==> config.mk <==
export PLATFORM = sky130hd
export DESIGN_NAME = mux_nto1_rr
export DESIGN_NICKNAME = d
export VERILOG_FILES = /design/src/rtl/mux_nto1_rr.sv
export SDC_FILE = /design/constraint.sdc
export NUM_CORES = 1
export LEC_CHECK = 0
export CORE_AREA = 2 2 39 41
export DETAILED_ROUTE_END_ITERATION = 12
export DIE_AREA = 0 0 41 43
export GPL_ROUTABILITY_DRIVEN = 0
export HOLD_SLACK_MARGIN = 0.05
export SKIP_LAST_GASP = 1
export SYNTH_ARGS = -nofsm -noshare
export SYNTH_HDL_FRONTEND = slang
export SYNTH_SLANG_ARGS = --single-unit
==> constraint.sdc <==
create_clock -name clk -period 1.85 [get_ports clk]
set_clock_uncertainty 0.1 [all_clocks]
set_input_delay 0.4625 -clock clk [delete_from_list [all_inputs] [get_ports clk]]
set_output_delay 0.4625 -clock clk [all_outputs]
set_load 0.005 [all_outputs]
==> src/rtl/mux_nto1_rr.sv <==
// -----------------------------------------------------------------------------
// mux_nto1_rr
//
// N-channel, W-bit channel-merging multiplexer with one registered output stage.
// Each input and the output carry a valid/ready handshake. The source channel
// comes either from an external select (mode=0) or from a round-robin scan over
// the channels that are currently requesting (mode=1).
//
// Parameters
//   WIDTH     data bits per channel (>=1)
//   CHANNELS  number of input channels (>=2)
//   SEL_W     derived channel-index width, max(1, clog2(CHANNELS))
//
// Ports
//   clk        in   rising-edge clock
//   rst_n      in   asynchronous active-low reset
//   in_data    in   packed channel data, channel i = in_data[i*WIDTH +: WIDTH]
//   in_valid   in   per-channel valid
//   in_ready   out  per-channel ready (combinational)
//   mode       in   0 = fixed select through sel, 1 = round-robin
//   sel        in   channel index used when mode=0
//   out_data   out  registered data of the selected channel
//   out_valid  out  registered output valid
//   out_ready  in   downstream ready
//   out_chan   out  index of the channel held in the output register
// -----------------------------------------------------------------------------
module mux_nto1_rr #(
    parameter int  WIDTH    = 2,
    parameter int  CHANNELS = 2,
    localparam int SEL_W    = (CHANNELS > 2) ? $clog2(CHANNELS) : 1
) (
    input  logic                      clk,
    input  logic                      rst_n,
    input  logic [CHANNELS*WIDTH-1:0] in_data,
    input  logic [CHANNELS-1:0]       in_valid,
    output logic [CHANNELS-1:0]       in_ready,
    input  logic                      mode,
    input  logic [SEL_W-1:0]          sel,
    output logic [WIDTH-1:0]          out_data,
    output logic                      out_valid,
    input  logic                      out_ready,
    output logic [SEL_W-1:0]          out_chan
);

    // Isolate the lowest set bit of a request vector (v & -v).
    function automatic logic [CHANNELS-1:0] lowest_onehot(input logic [CHANNELS-1:0] v);
        lowest_onehot = v & (~v + CHANNELS'(1));
    endfunction

    logic                  load_en_s;
    logic [CHANNELS-1:0]   fix_grant_s;
    logic [CHANNELS-1:0]   hi_mask_s;
    logic [CHANNELS-1:0]   hi_req_s;
    logic [CHANNELS-1:0]   rr_grant_s;
    logic [CHANNELS-1:0]   grant_s;
    logic [SEL_W-1:0]      grant_idx_s;
    logic [WIDTH-1:0]      grant_data_s;
    logic                  in_xfer_s;

    logic [WIDTH-1:0]      out_data_r;
    logic                  out_valid_r;
    logic [SEL_W-1:0]      out_chan_r;
    logic [SEL_W-1:0]      last_r;

    // The register can accept a new word when it is empty or being drained.
    assign load_en_s = ~out_valid_r | out_ready;

    // Fixed-select grant; a sel value beyond the last channel matches nothing.
    always_comb begin
        fix_grant_s = '0;
        for (int i = 0; i < CHANNELS; i++) begin
            if (sel == SEL_W'(i)) begin
                fix_grant_s[i] = in_valid[i];
            end else begin
                fix_grant_s[i] = 1'b0;
            end
        end
    end

    // Round-robin grant: prefer the lowest requester above the last served
    // channel, otherwise wrap around to the lowest requester overall.
    always_comb begin
        hi_mask_s = '0;
        for (int i = 0; i < CHANNELS; i++) begin
            hi_mask_s[i] = (SEL_W'(i) > last_r);
        end
        hi_req_s = in_valid & hi_mask_s;
        if (|hi_req_s) begin
            rr_grant_s = lowest_onehot(hi_req_s);
        end else begin
            rr_grant_s = lowest_onehot(in_valid);
        end
    end

    // Mode selects which arbiter drives the (at most one-hot) grant.
    always_comb begin
        if (mode) begin
            grant_s = rr_grant_s;
        end else begin
            grant_s = fix_grant_s;
        end
    end

    assign in_ready  = grant_s & {CHANNELS{load_en_s}};
    assign in_xfer_s = |(in_valid & in_ready);

    // Encode the one-hot grant into an index and select that channel's data.
    always_comb begin
        grant_idx_s  = '0;
        grant_data_s = '0;
        for (int i = 0; i < CHANNELS; i++) begin
            grant_idx_s  = grant_idx_s  | (SEL_W'(i) & {SEL_W{grant_s[i]}});
            grant_data_s = grant_data_s | (in_data[i*WIDTH +: WIDTH] & {WIDTH{grant_s[i]}});
        end
    end

    // Output register and round-robin pointer; a simultaneous drain and load
    // simply reloads, keeping out_valid high with no bubble.
    always_ff @(posedge clk or negedge rst_n) begin
        if (!rst_n) begin
            out_data_r  <= '0;
            out_valid_r <= 1'b0;
            out_chan_r  <= '0;
            last_r      <= SEL_W'(CHANNELS - 1);
        end else if (in_xfer_s) begin
            out_data_r  <= grant_data_s;
            out_valid_r <= 1'b1;
            out_chan_r  <= grant_idx_s;
            last_r      <= grant_idx_s;
        end else if (out_valid_r && out_ready) begin
            out_valid_r <= 1'b0;
        end
    end

    assign out_data  = out_data_r;
    assign out_valid = out_valid_r;
    assign out_chan  = out_chan_r;

endmodule

==> summary.txt, run 1 <==
Timing
  – Final WS setup: -0.173 ns
  – Final setup viols: 1
  – Pins Over Slew Limit: 0
  – Endpoints failing hold: 0
  – Actual slew at the worst max-slew pin: 0.242 ns
  – Setup TNS: -0.173 ns
  – RSZ-0062 raised after global routing: true
  – Final period utilization: 109%
  – Slew HR: 83.7%
  – Highest clock rate: 494 MHz
  – Min Tclk post-route: 2.02 ns

Finish
  – Share of cells above drive strength 1: 50.9%
  – Layout area overhead: 109%
  – ANT cells: 0
  – Final #Nets: 69
  – Commonest cells after routing, fill and taps aside: buf_4, clkdlybuf4s50_1, a21o_2, dfrtp_1
  – End-of-flow core utilization: 41.9%
  – Final instance area: 579 um^2
  – Commonest non-fill, non-tap cell in the layout: buf_4

Critical path
  – Critical Path RT: 1.29 ns
  – Worst path arrival time: 1.46 ns
  – Critical-path cell list: and3b_1, or3b_4, inv_4, buf_6
  – R2R cell count: 7
  – Crit path largest cell delay: 0.52 ns
  – Buf/Inv on CP: 2
  – Crit-path slowest cell: dfstp_2
  – R2R Path Start: last_r
  – Crit path max fanout: 2
  – Crit Reg-Reg Endpoint: out_data[1]
  – Critical path class: reg2out
  – Crit path from: last_r
  – R2R setup slack: 0.17 ns
  – Crit path max-delay family: simple AND/OR/NAND/NOR gates
  – Worst setup SP type: flip-flop
  – Crit. End Element: primary output

Drt
  – Vias/cell: 4.16
  – Detailed Routing Iterations Pass 1: 4
  – Vias: 304
  – DRC Markers: 0
  – Total wire length: 703 um
  – Final ANT Viol Nets: 0
  – 1st-iter DRT viols: 3
  – Routed WL per cell: 9.63 um

Global routing
  – Initial antenna violation count: 0
  – Vias in the first global route: 305
  – Largest net degree at the start of global routing: 6
  – First-pass GRT wire length: 1110 um
  – Congestion Overflow GR: 0
  – GRT Total Usage: 9.39%

Yosys
  – FF+latch count, synth: 5
  – Synth top area cells: dfrtp_1, a21o_2, dfstp_2
  – Synth top area share: 36.0%
  – Mapped Area: 278 um^2
  – Post-synth top area cell: dfrtp_1
  – Mean Syn Cell Area: 11.1 um^2
  – Yosys cell types: 15
  – Synth warnings: 0
  – Post-synthesis cell count: 25
  – Post-Synthesis Net Count: 36
  – Sequential area share after synthesis: 45.5%

Power and ir drop
  – Power per cell area: 703 nW/um^2
  – Worst vdd ir: 0.329 mV
  – Sw Ratio: 22.9%
  – Clock power share: 29.8%
  – Reg power frac: 34.9%
  – Leak: 0.000286 uW
  – Power, Total: 407 uW
  – P_int: 314 uW
  – Net switching power figure: 93.1 uW
  – Logic pwr share: 35.3%

Run
  – Max Cap Viol: 0

Clocking
  – Clk_lat worst skew: 0.23 ns
  – # H-tree levels: 1
  – Clock-pin transition on the worst setup and hold timing paths: 0.04 ns
  – TritonCTS clock tree: done
  – Root Buffer: clkbuf_4
  – Clock sink total: 5
  – Hold buffer count at CTS: 0
  – Cts bufs inserted: 3
  – Clock buffer depth: 2

Floorplanning
  – Row cnt: 14
  – Starting density of the core: 20.1%
  – Die height: 43 um
  – IO Pins: 17
  – Core box area: 1380 um^2
  – Die width: 41 um
  – Die Footprint: 1760 um^2

Place
  – Worst slack at placement: -0.807 ns
  – Placed Area: 533 um^2
  – I/O Buffers: 16
  – Hpwl dp: 586 um

Hold path
  – Hold Path Class: in2async

Outcome
  – Status: complete, but fails checks
  – Failing checks: negative setup slack
## cells in the mapped netlist
library cell / count
a21o_2: 4
dfrtp_1: 4
a22o_2: 2
nor2_1: 2
nor2b_2: 2
o21ai_0: 2
and2b_1: 1
and3b_1: 1
clkinv_2: 1
dfstp_2: 1
nand3_1: 1
nor3_1: 1
o2111a_1: 1
or2b_1: 1
or3b_4: 1
## how the worst max path moves through the flow
stage | end | slack [ns] | cells after the start
floorplan | in_ready[0] | 0.12 | 4
global placement | in_ready[0] | -0.80 | 6
detailed placement | in_ready[0] | -0.81 | 6
CTS | in_ready[0] | -0.20 | 4
global route | in_ready[0] | -0.23 | 4
finish | in_ready[0] | -0.17 | 4
## layer usage
| layer | GRT usage (%) | part of all wire, % | vias to the layer above |
|---|---|---|---|
| li1 | - | - | 157 |
| met1 | 11.8 | 43 | 140 |
| met2 | 13.1 | 52 | 7 |
| met3 | 1.57 | 4.1 | 0 |
| met4 | 8.00 | 0 | 0 |
| met5 | 0 | 0 | - |
## cell families after synthesis
| family | after synthesis | share of synthesized area [%] |
|---|---|---|
| AND/OR/NAND/NOR | 10 | 25.2 |
| AO/OA/AOI/OAI | 9 | 27.5 |
| flip-flops | 5 | 45.5 |
| buffers and inverters | 1 | 1.80 |
## cell type report
class                   instances  area (um^2)
fillers                       135          805
repair buffers                 28          244
multi-input cells              19          156
flip-flops and latches          5          126
clock buffers                   4         26.3
well taps                      16         20.0
inverters                       1         6.26
## through the flow
step | std cells | hold WS [ns]
after floorplan | 25 | 0.0669
after global placement | 67 | 0.375
after detailed placement | 67 | 0.376
after CTS | 73 | 0.345
after global routing | 73 | 0.344
final | 73 | 0.343
## power by group through the flow
stage          Sequential (uW)  Combinational, uW  Clock (uW)
2_1_floorplan              145               43.8           0
3_3_place_gp               143                141           0
6_report                   142                144         121
4_1_cts                    142                145         128
3_5_place_dp               143                141           0
5_1_grt                    144                155         141
## flip-flops by register name, summed over array words and instances (netlist names)
name and count:
out_chan 1, out_data 2, out_valid 1, last_r 1
## repair_timing
item | 4_1_cts | 5_1_grt
resized for setup | 18 | 2
setup endpoints to repair | 5 | 1
pin swaps | 3 | 1
setup buffers | 2 | 0
Power figures use the tool's default switching activity.
==> inputs of run 2 (changes only) <==
--- a/config.mk
+++ b/config.mk
@@ -6,6 +6,7 @@
 export NUM_CORES = 1
 export LEC_CHECK = 0
 export CORE_AREA = 2 2 39 41
+export CTS_CLUSTER_DIAMETER = 120
 export DETAILED_ROUTE_END_ITERATION = 12
 export DIE_AREA = 0 0 41 43
 export GPL_ROUTABILITY_DRIVEN = 0
==> results of run 2 <==
No change in the layout: final DEF, timing and power equal those of run 1.
